--- src/rtl/seq_array_divider_if.sv ---
// Handshake/bus bundle for seq_array_divider.
// The master drives the operands and the result acceptance.
// The slave (the divider) drives readiness and the result.
interface seq_array_divider_if #(
    parameter int unsigned WIDTH = 4
);
    logic                   in_valid;
    logic                   in_ready;
    logic [2*WIDTH-1:0]     dividend;
    logic [WIDTH-1:0]       divisor;
    logic                   out_valid;
    logic                   out_ready;
    logic [2*WIDTH-1:0]     quotient;
    logic [WIDTH-1:0]       remainder;
    logic                   dbz;

    modport master (
        output in_valid, dividend, divisor, out_ready,
        input  in_ready, out_valid, quotient, remainder, dbz
    );

    modport slave (
        input  in_valid, dividend, divisor, out_ready,
        output in_ready, out_valid, quotient, remainder, dbz
    );
endinterface

--- src/rtl/seq_array_divider.sv ---
// Unsigned sequential restoring divider, one quotient bit per clock.
// Divides a 2*WIDTH-bit dividend by a WIDTH-bit divisor.
// Optional macro SEQ_ARRAY_DIVIDER_DBZ_EN enables divide-by-zero early exit:
// a zero divisor finishes in one edge with dbz=1.
// Without the macro, dbz is tied 0 and a zero divisor runs the normal path.
module seq_array_divider #(
    parameter int unsigned WIDTH = 4
) (
    input  logic                clk,
    input  logic                rst_n,
    seq_array_divider_if.slave  bus
);
    localparam int unsigned QW = 2 * WIDTH;
    localparam int unsigned CW = $clog2(QW);

    typedef enum logic [1:0] {
        IDLE = 2'd0,
        RUN  = 2'd1,
        DONE = 2'd2
    } state_t;

    state_t             state;
    logic [QW-1:0]      quo;
    logic [WIDTH-1:0]   rem;
    logic [WIDTH-1:0]   dvs;
    logic [CW-1:0]      cnt;
    logic [WIDTH:0]     shifted;
    logic [WIDTH:0]     trial;
`ifdef SEQ_ARRAY_DIVIDER_DBZ_EN
    logic               dbz_q;
`endif

    // Trial subtraction of the divisor from the partial remainder with the next dividend bit.
    always_comb begin
        shifted = {rem, quo[QW-1]};
        trial   = shifted - {1'b0, dvs};
    end

    // Control FSM plus quotient/remainder shift datapath.
    always_ff @(posedge clk or negedge rst_n) begin
        if (!rst_n) begin
            state <= IDLE;
            quo   <= '0;
            rem   <= '0;
            dvs   <= '0;
            cnt   <= '0;
`ifdef SEQ_ARRAY_DIVIDER_DBZ_EN
            dbz_q <= 1'b0;
`endif
        end else begin
            case (state)
                IDLE: begin
                    if (bus.in_valid) begin
                        quo   <= bus.dividend;
                        dvs   <= bus.divisor;
                        rem   <= '0;
                        cnt   <= CW'(QW - 1);
                        state <= RUN;
`ifdef SEQ_ARRAY_DIVIDER_DBZ_EN
                        dbz_q <= 1'b0;
                        // Zero divisor: publish the saturated result immediately.
                        if (bus.divisor == '0) begin
                            quo   <= '1;
                            rem   <= bus.dividend[WIDTH-1:0];
                            dbz_q <= 1'b1;
                            state <= DONE;
                        end
`endif
                    end
                end
                RUN: begin
                    if (!trial[WIDTH]) begin
                        rem <= trial[WIDTH-1:0];
                    end else begin
                        rem <= shifted[WIDTH-1:0];
                    end
                    quo <= {quo[QW-2:0], ~trial[WIDTH]};
                    cnt <= cnt - CW'(1);
                    if (cnt == '0) begin
                        state <= DONE;
                    end
                end
                DONE: begin
                    if (bus.out_ready) begin
                        state <= IDLE;
                    end
                end
                default: state <= IDLE;
            endcase
        end
    end

    // Handshake flags are decoded straight from the state register.
    assign bus.in_ready  = (state == IDLE);
    assign bus.out_valid = (state == DONE);
    assign bus.quotient  = quo;
    assign bus.remainder = rem;
`ifdef SEQ_ARRAY_DIVIDER_DBZ_EN
    assign bus.dbz       = dbz_q;
`else
    assign bus.dbz       = 1'b0;
`endif
endmodule
--- src/flat_wrapper.sv ---
// flat-port wrapper written by rule: the top's interface ports become plain ports
module seq_array_divider_flat 
#(
    parameter int unsigned WIDTH = 4
)
  (clk, rst_n, bus_in_valid, bus_dividend, bus_divisor, bus_out_ready, bus_in_ready, bus_out_valid, bus_quotient, bus_remainder, bus_dbz);
  seq_array_divider_if #(.WIDTH(WIDTH)) bus_i ();
  input  logic clk;
  input  logic rst_n;
  input wire logic [$bits(bus_i.in_valid)-1:0] bus_in_valid;
  input wire logic [$bits(bus_i.dividend)-1:0] bus_dividend;
  input wire logic [$bits(bus_i.divisor)-1:0] bus_divisor;
  input wire logic [$bits(bus_i.out_ready)-1:0] bus_out_ready;
  output wire logic [$bits(bus_i.in_ready)-1:0] bus_in_ready;
  output wire logic [$bits(bus_i.out_valid)-1:0] bus_out_valid;
  output wire logic [$bits(bus_i.quotient)-1:0] bus_quotient;
  output wire logic [$bits(bus_i.remainder)-1:0] bus_remainder;
  output wire logic [$bits(bus_i.dbz)-1:0] bus_dbz;
  assign bus_i.in_valid = bus_in_valid;
  assign bus_i.dividend = bus_dividend;
  assign bus_i.divisor = bus_divisor;
  assign bus_i.out_ready = bus_out_ready;
  assign bus_in_ready = bus_i.in_ready;
  assign bus_out_valid = bus_i.out_valid;
  assign bus_quotient = bus_i.quotient;
  assign bus_remainder = bus_i.remainder;
  assign bus_dbz = bus_i.dbz;
  seq_array_divider #(.WIDTH(WIDTH)) u_core (.clk(clk), .rst_n(rst_n), .bus(bus_i));
endmodule
--- config.mk ---
export PLATFORM = sky130hd
export DESIGN_NAME = seq_array_divider_flat
export DESIGN_NICKNAME = d
export VERILOG_FILES = /design/src/rtl/seq_array_divider_if.sv /design/src/rtl/seq_array_divider.sv /design/src/flat_wrapper.sv
export SDC_FILE = /design/constraint.sdc
export NUM_CORES = 1
export LEC_CHECK = 0
export ABC_CLOCK_PERIOD_IN_PS = 4300
export BUFFER_PORTS_ARGS = -buffer_cell sky130_fd_sc_hd__buf_2
export CORE_UTILIZATION = 28
export DETAILED_ROUTE_END_ITERATION = 16
export MAX_ROUTING_LAYER = met4
export SLEW_MARGIN = 20
export SYNTH_ARGS = -nofsm -noshare
export SYNTH_HDL_FRONTEND = slang
export SYNTH_SLANG_ARGS = --single-unit
--- constraint.sdc ---
create_clock -name clk -period 4.3 [get_ports clk]
set_input_delay 1.075 -clock clk [delete_from_list [all_inputs] [get_ports clk]]
set_output_delay 1.075 -clock clk [all_outputs]
set_load 0.02 [all_outputs]
==> impl_metrics.tcl, run 1 <==
set metrics [dict create \
    setup_viol 0 \
    crit_buf_inv 1 \
    grt_pass1_vias 842 \
    gr-total-overflow 0 \
    drive_above_1_share_pct 26.5 \
    fmax_mhz 474 \
    cap_violations 0 \
    worst_slack_ps 2190 \
    ys_ff_latch 21 \
    status "completed" \
    min_period_over_period_pct 49.1 \
    ioPinCount 31 \
    via_per_inst 4.47 \
    finalSetupTns_ps 0 \
    diodes 0 \
    wl_mm 2.11 \
    die_x_um 64.8 \
    synth_cells 108 \
    synth_warnings 0 \
    hold_class "flop to flop" \
    route.detailed.drc 0 \
    finalInstanceArea_um2 1320 \
    cts_tree "built" \
    grt_usage_pct 12.1 \
    rsz0062_at_grt "no" \
    critPathMaxStageDelay_ps 420 \
    fin_crit_ps 2110 \
    clock_sinks 21 \
    crit_type "flop to output pin" \
    slowest_stage "dfrtp_1" \
    cts_hold_buf 0 \
    final_nets 160 \
    power_density_nw_per_um2 855 \
    tightest_slew_ps 987 \
    utilization_pct 35.4 \
    dp_hpwl_mm 1.61 \
    crit_required_ps 3220 \
    crit_chain "nor2b_1, buf_2" \
    clk_pin_slew_ps 80 \
    grt_pass1_wl_mm 3.78 \
    place_ws_ps 1990 \
    grt_max_degree 22 \
    clk_latency_ps 260 \
    vias 822 \
    crit_path_start_kind "flop" \
    ir_drop_v 0.000379 \
    fp.dieH_um 64.8 \
    grt_antenna_before_repair 0 \
    rows 22 \
    place.gp.congestion 0.733 \
    synth_area_um2 1100 \
    start_util_pct 29.7 \
    clock_skew_ps 2.47 \
    syn_nets 131 \
    drtAntennaViolNets 0 \
    slew-limit-headroom_pct 34.0 \
    worstPathArrival_ps 1030 \
    drt-initial-drc-count 22 \
    worstSetupEndpointType "output pin" \
    holdWs_ps 488 \
    synthToLayoutAreaGrowth_pct 19.3 \
    synth_cell_types 25 \
    core-area_um2 3720 \
    cts-root-buf "clkbuf_8" \
    clk_path_buf_depth 2 \
    numCtsBuffers 3 \
    avgRoutedWirePerCell_um 11.4 \
    cp_max_fo 5 \
    post_cts_buffers 0 \
    dieArea_um2 4200 \
    drtPass1Iterations 4 \
    cts_resized 0 \
    yosysSeqAreaShare_pct 47.6 \
    slew_violations 0 \
    placed_area_um2 1270 \
    leakage_nw 0.660 \
    htree_num_levels 1 \
    synth.avg_cell_area_um2 10.2 \
    cp_top_family "flip-flops" \
    port_buffers 29 \
    hold_viol 0 \
]
cell families (layout without fill, tap and decap cells):
| kind of cell | Yosys count | count (layout) | share of synthesized area [%] |
|---|---|---|---|
| adders and majority gates | 7 | 7 | 8.62 |
| buffers and inverters | 14 | 42 | 6.58 |
| AOI/OAI and AO/OA | 28 | 28 | 14.7 |
| DFF | 21 | 21 | 47.6 |
| and+or+nand+nor | 23 | 23 | 8.96 |
| xor gates and xnor gates | 3 | 3 | 3.06 |
| other | 1 | 1 | 0.340 |
| muxes | 11 | 11 | 10.1 |
metrics by stage:
stage	cells	power [W]
5_1_grt	184	0.00125
6_report	184	0.00113
4_1_cts	184	0.00114
3_3_place_gp	180	0.000981
2_1_floorplan	108	0.000860
3_5_place_dp	180	0.00101
layout make-up:
cell class / count / area (um^2)
Clock buffer: 3 / 41.3
Timing Repair Buffer: 29 / 145
Sequential cell: 21 / 526
Multi-Input combinational cell: 73 / 505
Clock inverter: 1 / 5.00
Tap cell: 48 / 60.1
Inverter: 9 / 33.8
Fill cell: 395 / 2400
final timing paths:
check	startpoint	endpoint	slack, ps	cells after the start
min reg2reg	u_core.cnt[0]$_DFFE_PN0P_	u_core.cnt[0]$_DFFE_PN0P_	490	1
min	u_core.cnt[0]$_DFFE_PN0P_	u_core.cnt[0]$_DFFE_PN0P_	490	1
min in group asynchronous	rst_n	u_core.bus.quotient[0]$_DFFE_PN0P_	760	1
max in group asynchronous	rst_n	u_core.state[0]$_DFFE_PN0P_	3220	1
max reg2reg	u_core.bus.quotient[7]$_DFFE_PN0P_	u_core.bus.remainder[1]$_DFFE_PN0P_	2250	8
max	u_core.state[0]$_DFFE_PN0P_	bus_out_valid	2190	2
sequential cells by signal (all words and copies together), names as in the netlist:
signal and cells:
u_core.bus.remainder 4, u_core.state 2, u_core.cnt 3, u_core.dvs 4
u_core.bus.quotient 8
synth_stat cells:
cell type / n / area (um^2)
dfrtp_1: 21 / 526
o21ai_0: 19 / 95.1
nand2_1: 14 / 52.6
mux2i_1: 10 / 100
inv_1: 9 / 33.8
ha_1: 6 / 75.1
nor2_1: 4 / 15.0
a22o_1: 3 / 26.3
a21oi_1: 2 / 10.0
buf_6: 2 / 22.5
nand2b_1: 2 / 12.5
nor2b_1: 2 / 12.5
o21bai_1: 2 / 15.0
a21oi_2: 1 / 8.76
a22oi_1: 1 / 7.51
and2_1: 1 / 6.26
buf_2: 1 / 5.00
buf_4: 1 / 7.51
clkbuf_1: 1 / 3.75
conb_1: 1 / 3.75
fa_1: 1 / 20.0
mux2_2: 1 / 11.3
xnor2_1: 1 / 8.76
xnor2_2: 1 / 16.3
xor2_1: 1 / 8.76
cell usage in the layout (no fill, tap or decap), drive strengths merged, types with 2 or more instances in the layout:
master and instances:
nor2b 2, nor2 4, dfrtp 21, nand2b 2, buf 29, o21bai 2
ha 6, nand2 14, o21ai 19, clkbuf 3, xnor2 2, mux2i 10
a22o 3, inv 9, a21oi 3
worst reg2reg max path: stages (launching register included):
cell,delay [ps]
dfrtp_1,350
inv_1,70
ha_1,220
fa_1,400
nand2b_1,170
a21oi_2,160
xnor2_2,220
mux2i_1,250
a22o_1,150
power by group:
| group | internal (W) | total [W] | switching [W] | leakage (nW) |
|---|---|---|---|---|
| clock network | 0.0000645 | 0.000128 | 0.0000633 | 0.0255 |
| logic | 0.000267 | 0.000638 | 0.000371 | 0.373 |
| registers | 0.000295 | 0.000360 | 0.0000650 | 0.262 |
layer usage:
layer / vias to the layer above / track usage (%) / wire length [um]
li1: 414 / - / -
met1: 384 / 14.9 / 984
met2: 20 / 19.5 / 1020
met3: 4 / 1.58 / 58
met4: 0 / 5.83 / 36
met5: - / - / 0
No activity file was read; power rests on OpenSTA's default activity.
==> inputs of run 2 (changes only) <==
--- a/config.mk
+++ b/config.mk
@@ -5,7 +5,7 @@
 export SDC_FILE = /design/constraint.sdc
 export NUM_CORES = 1
 export LEC_CHECK = 0
-export ABC_CLOCK_PERIOD_IN_PS = 4300
+export ABC_CLOCK_PERIOD_IN_PS = 2180
 export BUFFER_PORTS_ARGS = -buffer_cell sky130_fd_sc_hd__buf_2
 export CORE_UTILIZATION = 28
 export DETAILED_ROUTE_END_ITERATION = 16
==> constraint.sdc (replaced) <==
create_clock -name clk -period 2.18 [get_ports clk]
set_input_delay 0.545 -clock clk [delete_from_list [all_inputs] [get_ports clk]]
set_output_delay 0.545 -clock clk [all_outputs]
set_load 0.02 [all_outputs]
==> run 2 against run 1 <==
- clock power up 95%
- sequential share of layout area down 0.41 points
- die area unchanged
- worst hold slack worse by 250 ps
- cell area up 1.0%
- highest routed layer unchanged
- register-to-register slack worse by 2100 ps
- critical endpoint is now u_core.bus.remainder[1]$_DFFE_PN0P_
- final cell count up 1.1%
- clock-buffer cell count up 1
==> impl_metrics.tcl, run 2 (synthesis gave the netlist of run 1 again) <==
set metrics [dict create \
    final_nets 162 \
    grt_usage_pct 11.8 \
    grt_max_degree 22 \
    worstSetupEndpointType "flop" \
    worst_slack_ps 165 \
    post_cts_buffers 0 \
    hold_viol 0 \
    min_period_over_period_pct 92.4 \
    final_cell_mix "29 x buf_2, 21 x dfrtp_1, 19 x o21ai_0" \
    synthToLayoutAreaGrowth_pct 20.5 \
    drtAntennaViolNets 0 \
    cts_hold_buf 0 \
    clock_sinks 21 \
    crit_required_ps 2370 \
    status "completed" \
    clk_pin_slew_ps 70 \
    slew-limit-headroom_pct 64.0 \
    dieArea_um2 4200 \
    cp_max_fo 5 \
    via_per_inst 4.54 \
    vias 844 \
    power_density_nw_per_um2 1690 \
    leakage_nw 0.668 \
    clk_path_buf_depth 2 \
    grt_antenna_before_repair 0 \
    htree_num_levels 1 \
    route.detailed.drc 0 \
    cts_resized 0 \
    slew_violations 0 \
    place.gp.congestion 0.847 \
    start_util_pct 29.7 \
    tightest_slew_ps 541 \
    rrSetupSlack_ps 170 \
    dp_hpwl_mm 1.71 \
    largest_register_ffs 8 \
    ir_drop_v 0.000582 \
    place_ws_ps 175 \
    crit_chain "inv_1, ha_1, fa_1, nand2b_1, a21oi_2, xnor2_2, mux2i_1, a22o_1" \
    slowest_stage "fa_1" \
    fin_crit_ps 2010 \
    core-area_um2 3720 \
    critPathMaxStageDelay_ps 410 \
    rr_endpoint "u_core.bus.remainder[1]$_DFFE_PN0P_" \
    clk_latency_ps 250 \
    reg2reg_depth 8 \
    total_power_w 0.00225 \
    ioPinCount 31 \
    numCtsBuffers 3 \
    crit_path_start_kind "flop" \
    fp.dieH_um 64.8 \
    reg2reg_from "u_core.bus.quotient[7]$_DFFE_PN0P_" \
    fmax_mhz 496 \
    port_buffers 29 \
    grt_pass1_vias 886 \
    worstPathArrival_ps 2210 \
    rows 22 \
    cts-root-buf "clkbuf_8" \
    final_common_cell "buf_2" \
    clock_skew_ps 1.04 \
    setup_viol 0 \
    crit_type "flop to flop" \
    gr-total-overflow 0 \
    die_x_um 64.8 \
    wl_mm 2.18 \
    grt_pass1_wl_mm 3.77 \
    diodes 0 \
    drtPass1Iterations 4 \
    drive_above_1_share_pct 26.8 \
    drt-initial-drc-count 44 \
    hold_class "primary input to async pin" \
    finalSetupTns_ps 0 \
    cap_violations 0 \
    rsz0062_at_grt "no" \
    utilization_pct 35.8 \
    avgRoutedWirePerCell_um 11.7 \
    cts_tree "built" \
]
[run 2: area by class of cell]
type                            count  area [um^2]
Fill cell                         396         2390
Sequential cell                    21          526
Multi-Input combinational cell     73          505
Timing Repair Buffer               31          160
Tap cell                           48         60.1
Clock buffer                        4         45.0
Inverter                            9         33.8
[run 2: critical path, delay by kind of cell, from the launching register on]
kind            cells  cell delay, ps
fa+ha+maj           2             640
flops               1             340
compound gates      2             310
mux                 1             230
xor+xnor            1             200
simple gates        1             170
buf+inv             1              60
[run 2: worst max path at each step]
stage / endpoint / start / slack [ps] / depth (start not counted)
2_1_floorplan: u_core.bus.remainder[0]$_DFFE_PN0P_ / u_core.bus.quotient[7]$_DFFE_PN0P_ / 150 / 8
3_3_place_gp: u_core.bus.remainder[2]$_DFFE_PN0P_ / u_core.bus.quotient[7]$_DFFE_PN0P_ / 260 / 8
3_5_place_dp: u_core.bus.remainder[1]$_DFFE_PN0P_ / u_core.bus.quotient[7]$_DFFE_PN0P_ / 170 / 8
4_1_cts: u_core.bus.remainder[1]$_DFFE_PN0P_ / u_core.bus.quotient[7]$_DFFE_PN0P_ / 150 / 8
5_1_grt: u_core.bus.remainder[1]$_DFFE_PN0P_ / u_core.bus.quotient[7]$_DFFE_PN0P_ / 60 / 8
6_report: u_core.bus.remainder[1]$_DFFE_PN0P_ / u_core.bus.quotient[7]$_DFFE_PN0P_ / 170 / 8
[run 2: power by group]
| group | internal [W] | switching [W] | leakage (nW) |
|---|---|---|---|
| Clock | 0.000130 | 0.000119 | 0.0228 |
| Sequential | 0.000581 | 0.000133 | 0.262 |
| Combinational | 0.000552 | 0.000734 | 0.383 |
| Total | 0.00126 | 0.000986 | 0.668 |
[run 2: metal layers]
metal	vias to the layer above	GRT usage [%]	part of all wire [%]
met2	16	19.4	50
met1	408	14.6	45
met5	-	-	0
li1	418	-	-
met3	2	1.76	3.4
met4	0	4.44	0.73
[run 2: through the flow]
stage	hold slack, ps	cell area [um^2]	instances
6_report	235	1330	186
5_1_grt	275	1330	186
4_1_cts	253	1330	186
3_5_place_dp	482	1280	182
3_3_place_gp	478	1280	182
2_1_floorplan	249	1100	108
